### config.mk
export PLATFORM = sky130hd
export DESIGN_NAME = stage_wb
export DESIGN_NICKNAME = d
export VERILOG_FILES = /design/src/rtl/stage_wb_pkg.sv /design/src/rtl/stage_wb_load_align.sv /design/src/rtl/stage_wb.sv
export SDC_FILE = /design/constraint.sdc
export NUM_CORES = 1
export LEC_CHECK = 0
export CORE_MARGIN = 10
export CORE_UTILIZATION = 43
export DETAILED_ROUTE_END_ITERATION = 12
export PLACE_DENSITY = 0.82
export REMOVE_ABC_BUFFERS = 1
export SYNTH_ARGS = -nofsm -noshare
export SYNTH_HDL_FRONTEND = slang
export SYNTH_SLANG_ARGS = --single-unit
### constraint.sdc
create_clock -name clk -period 2.1 [get_ports clk]
set_input_delay 0.42 -clock clk [delete_from_list [all_inputs] [get_ports clk]]
set_output_delay 0.42 -clock clk [all_outputs]
set_load 0.03 [all_outputs]
### src/rtl/stage_wb_pkg.sv
// stage_wb shared definitions.
// Writeback source codes, load width codes and a width helper.
package stage_wb_pkg;

    localparam int REG_WIDTH_DEF      = 32;
    localparam int REG_ADDR_WIDTH_DEF = 5;

    localparam logic [1:0] WB_SEL_ALU  = 2'b00;
    localparam logic [1:0] WB_SEL_LOAD = 2'b01;
    localparam logic [1:0] WB_SEL_PC4  = 2'b10;

    localparam logic [2:0] F3_LB  = 3'b000;
    localparam logic [2:0] F3_LH  = 3'b001;
    localparam logic [2:0] F3_LW  = 3'b010;
    localparam logic [2:0] F3_LBU = 3'b100;
    localparam logic [2:0] F3_LHU = 3'b101;

    typedef enum logic [1:0] {
        SZ_BYTE = 2'd0,
        SZ_HALF = 2'd1,
        SZ_WORD = 2'd2
    } ld_size_e;

    // Access size of a load; unknown width codes behave as a word load.
    function automatic ld_size_e ld_size(input logic [2:0] f3);
        ld_size_e sz;
        sz = SZ_WORD;
        if (f3 == F3_LB || f3 == F3_LBU)
            sz = SZ_BYTE;
        else if (f3 == F3_LH || f3 == F3_LHU)
            sz = SZ_HALF;
        return sz;
    endfunction

endpackage

### src/rtl/stage_wb_load_align.sv
// Load data alignment and extension.
// Picks the addressed byte/half out of the DMEM word and flags misalignment.
module stage_wb_load_align
    import stage_wb_pkg::*;
#(
    parameter int W = 32
) (
    input  logic [W-1:0] word,
    input  logic [1:0]   off,
    input  logic [2:0]   funct3,
    output logic [W-1:0] data,
    output logic         misaligned
);

    logic [7:0]  byte_v;
    logic [15:0] half_v;
    logic        sgn;

    assign byte_v = word[{off, 3'b000} +: 8];
    assign half_v = word[{off[1], 4'b0000} +: 16];
    assign sgn    = ~funct3[2];

    // Extend the selected lane and check the offset against the access size.
    always_comb begin
        data       = word;
        misaligned = 1'b0;
        unique case (ld_size(funct3))
            SZ_BYTE: begin
                data = {{(W-8){sgn & byte_v[7]}}, byte_v};
            end
            SZ_HALF: begin
                data       = {{(W-16){sgn & half_v[15]}}, half_v};
                misaligned = off[0];
            end
            default: begin
                data       = word;
                misaligned = |off;
            end
        endcase
    end

endmodule

### src/rtl/stage_wb.sv
// Writeback stage: load alignment, result mux, MEM/WB register.
// Also keeps the retired-instruction counter.
module stage_wb
    import stage_wb_pkg::*;
#(
    parameter int REG_WIDTH      = REG_WIDTH_DEF,
    parameter int REG_ADDR_WIDTH = REG_ADDR_WIDTH_DEF
) (
    input  logic                      clk,
    input  logic                      reset_n,
    input  logic                      stall,
    input  logic                      flush,
    input  logic                      EX_MEM_valid,
    input  logic                      EX_MEM_reg_write_en,
    input  logic [REG_ADDR_WIDTH-1:0] EX_MEM_rd_addr,
    input  logic [1:0]                EX_MEM_wb_sel,
    input  logic [2:0]                EX_MEM_funct3,
    input  logic [REG_WIDTH-1:0]      EX_MEM_alu_out,
    input  logic [REG_WIDTH-1:0]      EX_MEM_pc_plus4,
    input  logic [REG_WIDTH-1:0]      DMEM_data_out,
    output logic                      WB_reg_write_en,
    output logic [REG_ADDR_WIDTH-1:0] WB_rd_addr,
    output logic [REG_WIDTH-1:0]      WB_rd_data,
    output logic                      WB_load_misaligned,
    output logic [REG_WIDTH-1:0]      WB_instret
);

    localparam logic [REG_WIDTH-1:0] ONE = REG_WIDTH'(1);

    logic [REG_WIDTH-1:0]      ld_data;
    logic                      ld_mis;
    logic                      mis;
    logic                      capture;
    logic                      we_next;
    logic [REG_WIDTH-1:0]      result;

    logic                      wb_we;
    logic [REG_ADDR_WIDTH-1:0] wb_rd;
    logic [REG_WIDTH-1:0]      wb_data;
    logic                      wb_mis;
    logic [REG_WIDTH-1:0]      instret;

    stage_wb_load_align #(
        .W(REG_WIDTH)
    ) u_align (
        .word      (DMEM_data_out),
        .off       (EX_MEM_alu_out[1:0]),
        .funct3    (EX_MEM_funct3),
        .data      (ld_data),
        .misaligned(ld_mis)
    );

    assign mis     = EX_MEM_valid & (EX_MEM_wb_sel == WB_SEL_LOAD) & ld_mis;
    assign capture = ~flush & ~stall;
    assign we_next = EX_MEM_valid & EX_MEM_reg_write_en
                   & (|EX_MEM_rd_addr) & ~mis;

    // Writeback source select; the reserved code falls back to the ALU.
    always_comb begin
        result = EX_MEM_alu_out;
        unique case (EX_MEM_wb_sel)
            WB_SEL_LOAD: result = ld_data;
            WB_SEL_PC4:  result = EX_MEM_pc_plus4;
            default:     result = EX_MEM_alu_out;
        endcase
    end

    // MEM/WB register: flush beats stall; data fields idle during a bubble.
    always_ff @(posedge clk or negedge reset_n) begin
        if (!reset_n) begin
            wb_we   <= 1'b0;
            wb_rd   <= '0;
            wb_data <= '0;
            wb_mis  <= 1'b0;
        end else if (flush) begin
            wb_we   <= 1'b0;
            wb_mis  <= 1'b0;
        end else if (!stall) begin
            wb_we   <= we_next;
            wb_rd   <= EX_MEM_rd_addr;
            wb_data <= result;
            wb_mis  <= mis;
        end
    end

    // Retired count: every captured valid instruction that is not misaligned.
    always_ff @(posedge clk or negedge reset_n) begin
        if (!reset_n)
            instret <= '0;
        else if (capture && EX_MEM_valid && !mis)
            instret <= instret + ONE;
    end

    assign WB_reg_write_en    = wb_we;
    assign WB_rd_addr         = wb_rd;
    assign WB_rd_data         = wb_data;
    assign WB_load_misaligned = wb_mis;
    assign WB_instret         = instret;

endmodule

==> report_table.html, run 1 <==
<table>
<tr><th>Metric</th><th>Value</th></tr>
<tr><th colspan="2">Setup path</th></tr>
<tr><td>Critical-path maximum fanout</td><td>8</td></tr>
<tr><td>Worst Path Required</td><td>2.33 ns</td></tr>
<tr><td>Arrival @ worst endpoint</td><td>2.26 ns</td></tr>
<tr><td>Max incr delay on CP</td><td>between 0.4 and 0.5 ns</td></tr>
<tr><td>Crit path max-delay family</td><td>compound AO/OA/AOI/OAI gates</td></tr>
<tr><td>Critical path start-end classification</td><td>input port to flip-flop</td></tr>
<tr><td>Cell at the slowest stage of the critical path</td><td>sky130_fd_sc_hd__clkdlybuf4s50_1</td></tr>
<tr><td>Kind of capture point of the worst setup path</td><td>flip-flop</td></tr>
<tr><td>Startpoint class of the critical path</td><td>input port</td></tr>
<tr><td>Buffering stage count on the worst path with inverters included</td><td>2</td></tr>
<tr><td>Crit-path cells</td><td>clkdlybuf4s50_1 -&gt; inv_1 -&gt; ha_1 -&gt; or3_4 -&gt; a21oi_1 -&gt; o21ai_0 -&gt; o31a_1</td></tr>
<tr><th colspan="2">Synthesis</th></tr>
<tr><td>Post-synthesis simple-gate area fraction</td><td>roughly 20%</td></tr>
<tr><td>Fraction of registers with async set/reset</td><td>100%</td></tr>
<tr><td>Cell accounting for the most synthesized area</td><td>sky130_fd_sc_hd__dfrtp_1</td></tr>
<tr><td>Number of synthesized flops with an enable pin</td><td>0</td></tr>
<tr><td>Multiplexer fraction of the synthesized cell area</td><td>2.75%</td></tr>
<tr><td>Largest cells by area after synthesis</td><td>sky130_fd_sc_hd__dfrtp_1 41%, sky130_fd_sc_hd__nand2_1 8.4%, sky130_fd_sc_hd__o21ai_0 5.7%</td></tr>
<tr><td>Most used flip-flop cell after synthesis</td><td>sky130_fd_sc_hd__dfrtp_1</td></tr>
<tr><td>Synthesized-area fraction occupied by xor and xnor cells</td><td>under 10%</td></tr>
<tr><td>Cell area after technology mapping</td><td>4320 µm²</td></tr>
<tr><td>Largest family of logic cells by synthesized area</td><td>compound AO/OA/AOI/OAI gates</td></tr>
<tr><td>Synth unique cells</td><td>between 40 and 50</td></tr>
<tr><td>Sequential element share of the synthesized area</td><td>about two fifths</td></tr>
<tr><td>Area share of the largest cell type after synthesis</td><td>between 40% and 50%</td></tr>
<tr><td>Count of yosys warnings during synthesis</td><td>0</td></tr>
<tr><td>Post-synthesis share of cell area spent on full adders, half adders and majority gates</td><td>less than 1%</td></tr>
<tr><td>Synthesized area per cell</td><td>slightly below 9 µm²</td></tr>
<tr><td>Yosys reg bits</td><td>between 70 and 80</td></tr>
<tr><td>Complex-gate fraction of the synthesized area</td><td>between 20% and 30%</td></tr>
<tr><td>Synth Instances</td><td>about 500</td></tr>
<tr><th colspan="2">STA</th></tr>
<tr><td>Number of pins with negative max-slew slack in the final report</td><td>0</td></tr>
<tr><td>Clock period minus worst slack</td><td>about 2.0 ns</td></tr>
<tr><td>Worst-case clock skew</td><td>0.00531 ns</td></tr>
<tr><td>Share of the clock period used by the worst path</td><td>about 97%</td></tr>
<tr><td>Total of endpoints with negative setup slack in the final report</td><td>0</td></tr>
<tr><td>Hold violation total from the final report</td><td>0</td></tr>
<tr><td>Worst Hold Slack</td><td>roughly 0.04 ns</td></tr>
<tr><td>Peak clock frequency supported by timing</td><td>492 MHz</td></tr>
<tr><td>Slew Limit Headroom</td><td>about 58%</td></tr>
<tr><td>Transition time at the pin with the least slew margin</td><td>~0.63 ns</td></tr>
<tr><th colspan="2">Detailed routing</th></tr>
<tr><td>Total wirelength of the detailed-routed design</td><td>between 15000 and 20000 µm</td></tr>
<tr><td>Vias after detailed routing</td><td>about 4800</td></tr>
<tr><td>Number of search-and-repair iterations in the first detailed-routing pass</td><td>5</td></tr>
<tr><td>DRC errors left</td><td>0</td></tr>
<tr><td>Initial drt markers</td><td>between 200 and 300</td></tr>
<tr><td>Routed wirelength normalized by instance count</td><td>about 20 µm</td></tr>
<tr><td>Post-detailed-route via-to-cell ratio</td><td>5.70</td></tr>
<tr><td>Residual antenna-violating net count after detailed routing</td><td>0</td></tr>
<tr><th colspan="2">Clock tree</th></tr>
<tr><td>TritonCTS clock tree</td><td>built</td></tr>
<tr><td>Clock slew seen by the registers of the worst setup and hold paths</td><td>approximately 0.080 ns</td></tr>
<tr><td>Number of buffers inserted to repair setup after CTS</td><td>0</td></tr>
<tr><td>Number of buffers created by CTS</td><td>9</td></tr>
<tr><td>Clock tree buffer depth</td><td>2</td></tr>
<tr><td>Clock sinks</td><td>71</td></tr>
<tr><td>CTS Root Cell</td><td>sky130_fd_sc_hd__clkbuf_8</td></tr>
<tr><td>H-tree levels</td><td>3</td></tr>
<tr><td>Clock latency at the later pin of the worst-skew pair</td><td>approximately 0.34 ns</td></tr>
<tr><th colspan="2">Die</th></tr>
<tr><td>Num rows</td><td>36</td></tr>
<tr><td>Starting density of the core</td><td>around 44%</td></tr>
<tr><td>Boundary Pins</td><td>183</td></tr>
<tr><td>Vert. Die Dim</td><td>between 100 and 150 µm</td></tr>
<tr><td>Area of the die</td><td>14500 µm²</td></tr>
<tr><td>Die Wd</td><td>120 µm</td></tr>
<tr><td>Core region area</td><td>~9800 µm²</td></tr>
<tr><th colspan="2">Placed design</th></tr>
<tr><td>Post-DP Area</td><td>around 6600 µm²</td></tr>
<tr><td>Quantity of I/O buffers inserted on ports</td><td>approximately 180</td></tr>
<tr><td>Placed wire-length estimate after detailed placement</td><td>between 10000 and 15000 µm</td></tr>
<tr><td>Global placer's final weighted congestion</td><td>0.903</td></tr>
<tr><td>Total instance count after detailed placement</td><td>around 800</td></tr>
<tr><th colspan="2">Cells and area</th></tr>
<tr><td>Diodes inserted</td><td>0</td></tr>
<tr><td>Fillcell total</td><td>around 800</td></tr>
<tr><td>Area added between synthesis and finish</td><td>58.1%</td></tr>
<tr><td>Non-filler instance count after layout</td><td>838</td></tr>
<tr><td>Post-layout nets</td><td>slightly above 800</td></tr>
<tr><td>Fraction of layout instances using a drive strength above 1</td><td>roughly 14%</td></tr>
<tr><td>Design Area, Final</td><td>6830 µm²</td></tr>
<tr><th colspan="2">Global route</th></tr>
<tr><td>GRT overflow</td><td>0</td></tr>
<tr><td>Number of global-route vias before repair</td><td>around 5000</td></tr>
<tr><td>Wire length of the first global-routing pass</td><td>between 20000 and 30000 µm</td></tr>
<tr><td>Total global-route track usage</td><td>22.5%</td></tr>
<tr><td>Number of antenna violations at the first check in global routing</td><td>0</td></tr>
<tr><td>Pin count of the biggest net entering global routing</td><td>between 40 and 50</td></tr>
<tr><th colspan="2">Power and ir drop</th></tr>
<tr><td>Max IR drop VDD</td><td>about 0.00034 V</td></tr>
<tr><td>Leak pwr</td><td>~2.8 nW</td></tr>
<tr><td>Power per cell area</td><td>around 630 nW/µm²</td></tr>
<tr><th colspan="2">Hold path</th></tr>
<tr><td>Type of the tightest min-delay check</td><td>input port to asynchronous set/reset pin</td></tr>
<tr><th colspan="2">Run status</th></tr>
<tr><td>Result of the run</td><td>finished clean</td></tr>
<tr><th colspan="2">Flow run</th></tr>
<tr><td>MaxCap Viol Count</td><td>0</td></tr>
</table>
==> area by class of cell <==
cell class	instances	area (µm²)	share of cell area, %
multi-input cells	377	2380	34.8
repair buffers	233	2280	33.3
flip-flops and latches	71	1780	26.0
well taps	133	166	2.44
clock buffers	11	141	2.07
clock inverters	5	57.6	0.843
inverters	8	30.0	0.440
==> sequential cells by signal, summed over array words and instances (netlist names) <==
| register | flops |
|---|---|
| WB_instret | 32 |
| WB_rd_data | 32 |
| WB_load_misaligned | 1 |
| WB_reg_write_en | 1 |
| WB_rd_addr | 5 |
==> logic make-up (layout without fill, tap and decap cells) <==
group	after synthesis	after routing
muxes	11	11
buffers and inverters	44	257
and+or+nand+nor	181	181
adders and majority gates	3	3
DFF	71	71
AOI/OAI and AO/OA	151	151
xor gates and xnor gates	31	31
==> Yosys cell counts, drive strengths merged (8+ instances only) <==
| cell | instances |
|---|---|
| buf | 14 |
| nor2 | 15 |
| o211ai | 18 |
| xnor2 | 8 |
| dfrtp | 71 |
| o22ai | 18 |
| o31ai | 17 |
| nand2 | 97 |
| xor2 | 23 |
| o31a | 8 |
| a21oi | 11 |
| inv | 8 |
| o21ai | 56 |
| nor3b | 9 |
| nor3 | 14 |
| a22oi | 8 |
| nand3 | 13 |
| clkbuf | 22 |
==> final timing paths <==
path | endpoint | slack [ns] | cells after the start | from
hold reg to reg | WB_instret[31]$_DFFE_PN0P_ | 0.47 | 1 | WB_instret[31]$_DFFE_PN0P_
setup reg to reg | WB_instret[31]$_DFFE_PN0P_ | 0.39 | 5 | WB_instret[10]$_DFFE_PN0P_
setup / recovery | WB_rd_data[15]$_DFFE_PN0P_ | 0.07 | 7 | EX_MEM_wb_sel[0]
min in group clk | WB_instret[31]$_DFFE_PN0P_ | 0.47 | 1 | WB_instret[31]$_DFFE_PN0P_
max in group asynchronous | WB_load_misaligned$_DFFE_PN0P_ | 1.52 | 2 | reset_n
hold / removal | WB_instret[22]$_DFFE_PN0P_ | 0.04 | 1 | reset_n
==> layout by cell type, fill, tap and decap left out, drive strengths merged, types with 8 or more instances in the layout <==
master / instances
o21ai: 56
nor3b: 9
nand3: 13
clkbuf: 11
o22ai: 18
nor2: 15
xnor2: 8
xor2: 23
buf: 52
a22oi: 8
o31a: 8
clkdlybuf4s50: 181
o31ai: 17
inv: 8
o211ai: 18
a21oi: 11
nor3: 14
nand2: 97
dfrtp: 71
==> per-stage QoR <==
step / utilization [%] / total power, mW / setup TNS, ns / worst slack [ns]
3_3_place_gp: 67.7 / 3.18 / -6.38 / -0.281
2_1_floorplan: - / 2.36 / -20.18 / -0.842
6_report: 69.9 / 4.32 / 0 / 0.0663
4_1_cts: 69.8 / 4.34 / 0 / 0.0882
3_5_place_dp: 67.7 / 3.22 / -9.41 / -0.382
5_1_grt: 69.9 / 4.53 / -0.00250 / -0.00250
==> timing repair <==
action / CTS / global route
setup endpoints to repair: 1 / 2
hold buffers: 0 / 0
resized for setup: 1 / 2
==> routing by layer <==
metal	part of all wire, %	track usage [%]	wire (µm)
met1	41	26.2	6770
met2	47	37.4	7880
met3	10	9.03	1720
met4	2.0	6.56	336
met5	0	0	0
==> where the power goes <==
| group | internal (mW) | total (mW) | switching, mW |
|---|---|---|---|
| clock | 0.582 | 1.12 | 0.536 |
| combinational | 0.721 | 1.55 | 0.826 |
| sequential | 1.52 | 1.65 | 0.135 |
| total | 2.82 | 4.32 | 1.50 |
(Power assumes the default switching activity.)
==> run 2, diff against run 1 <==
--- a/config.mk
+++ b/config.mk
@@ -7,6 +7,7 @@
 export LEC_CHECK = 0
 export CORE_MARGIN = 10
 export CORE_UTILIZATION = 43
+export CTS_CLUSTER_DIAMETER = 120
 export DETAILED_ROUTE_END_ITERATION = 12
 export PLACE_DENSITY = 0.82
 export REMOVE_ABC_BUFFERS = 1
==> results of run 2 <==
The final DEF is identical to that of run 1; final timing and power are the same.
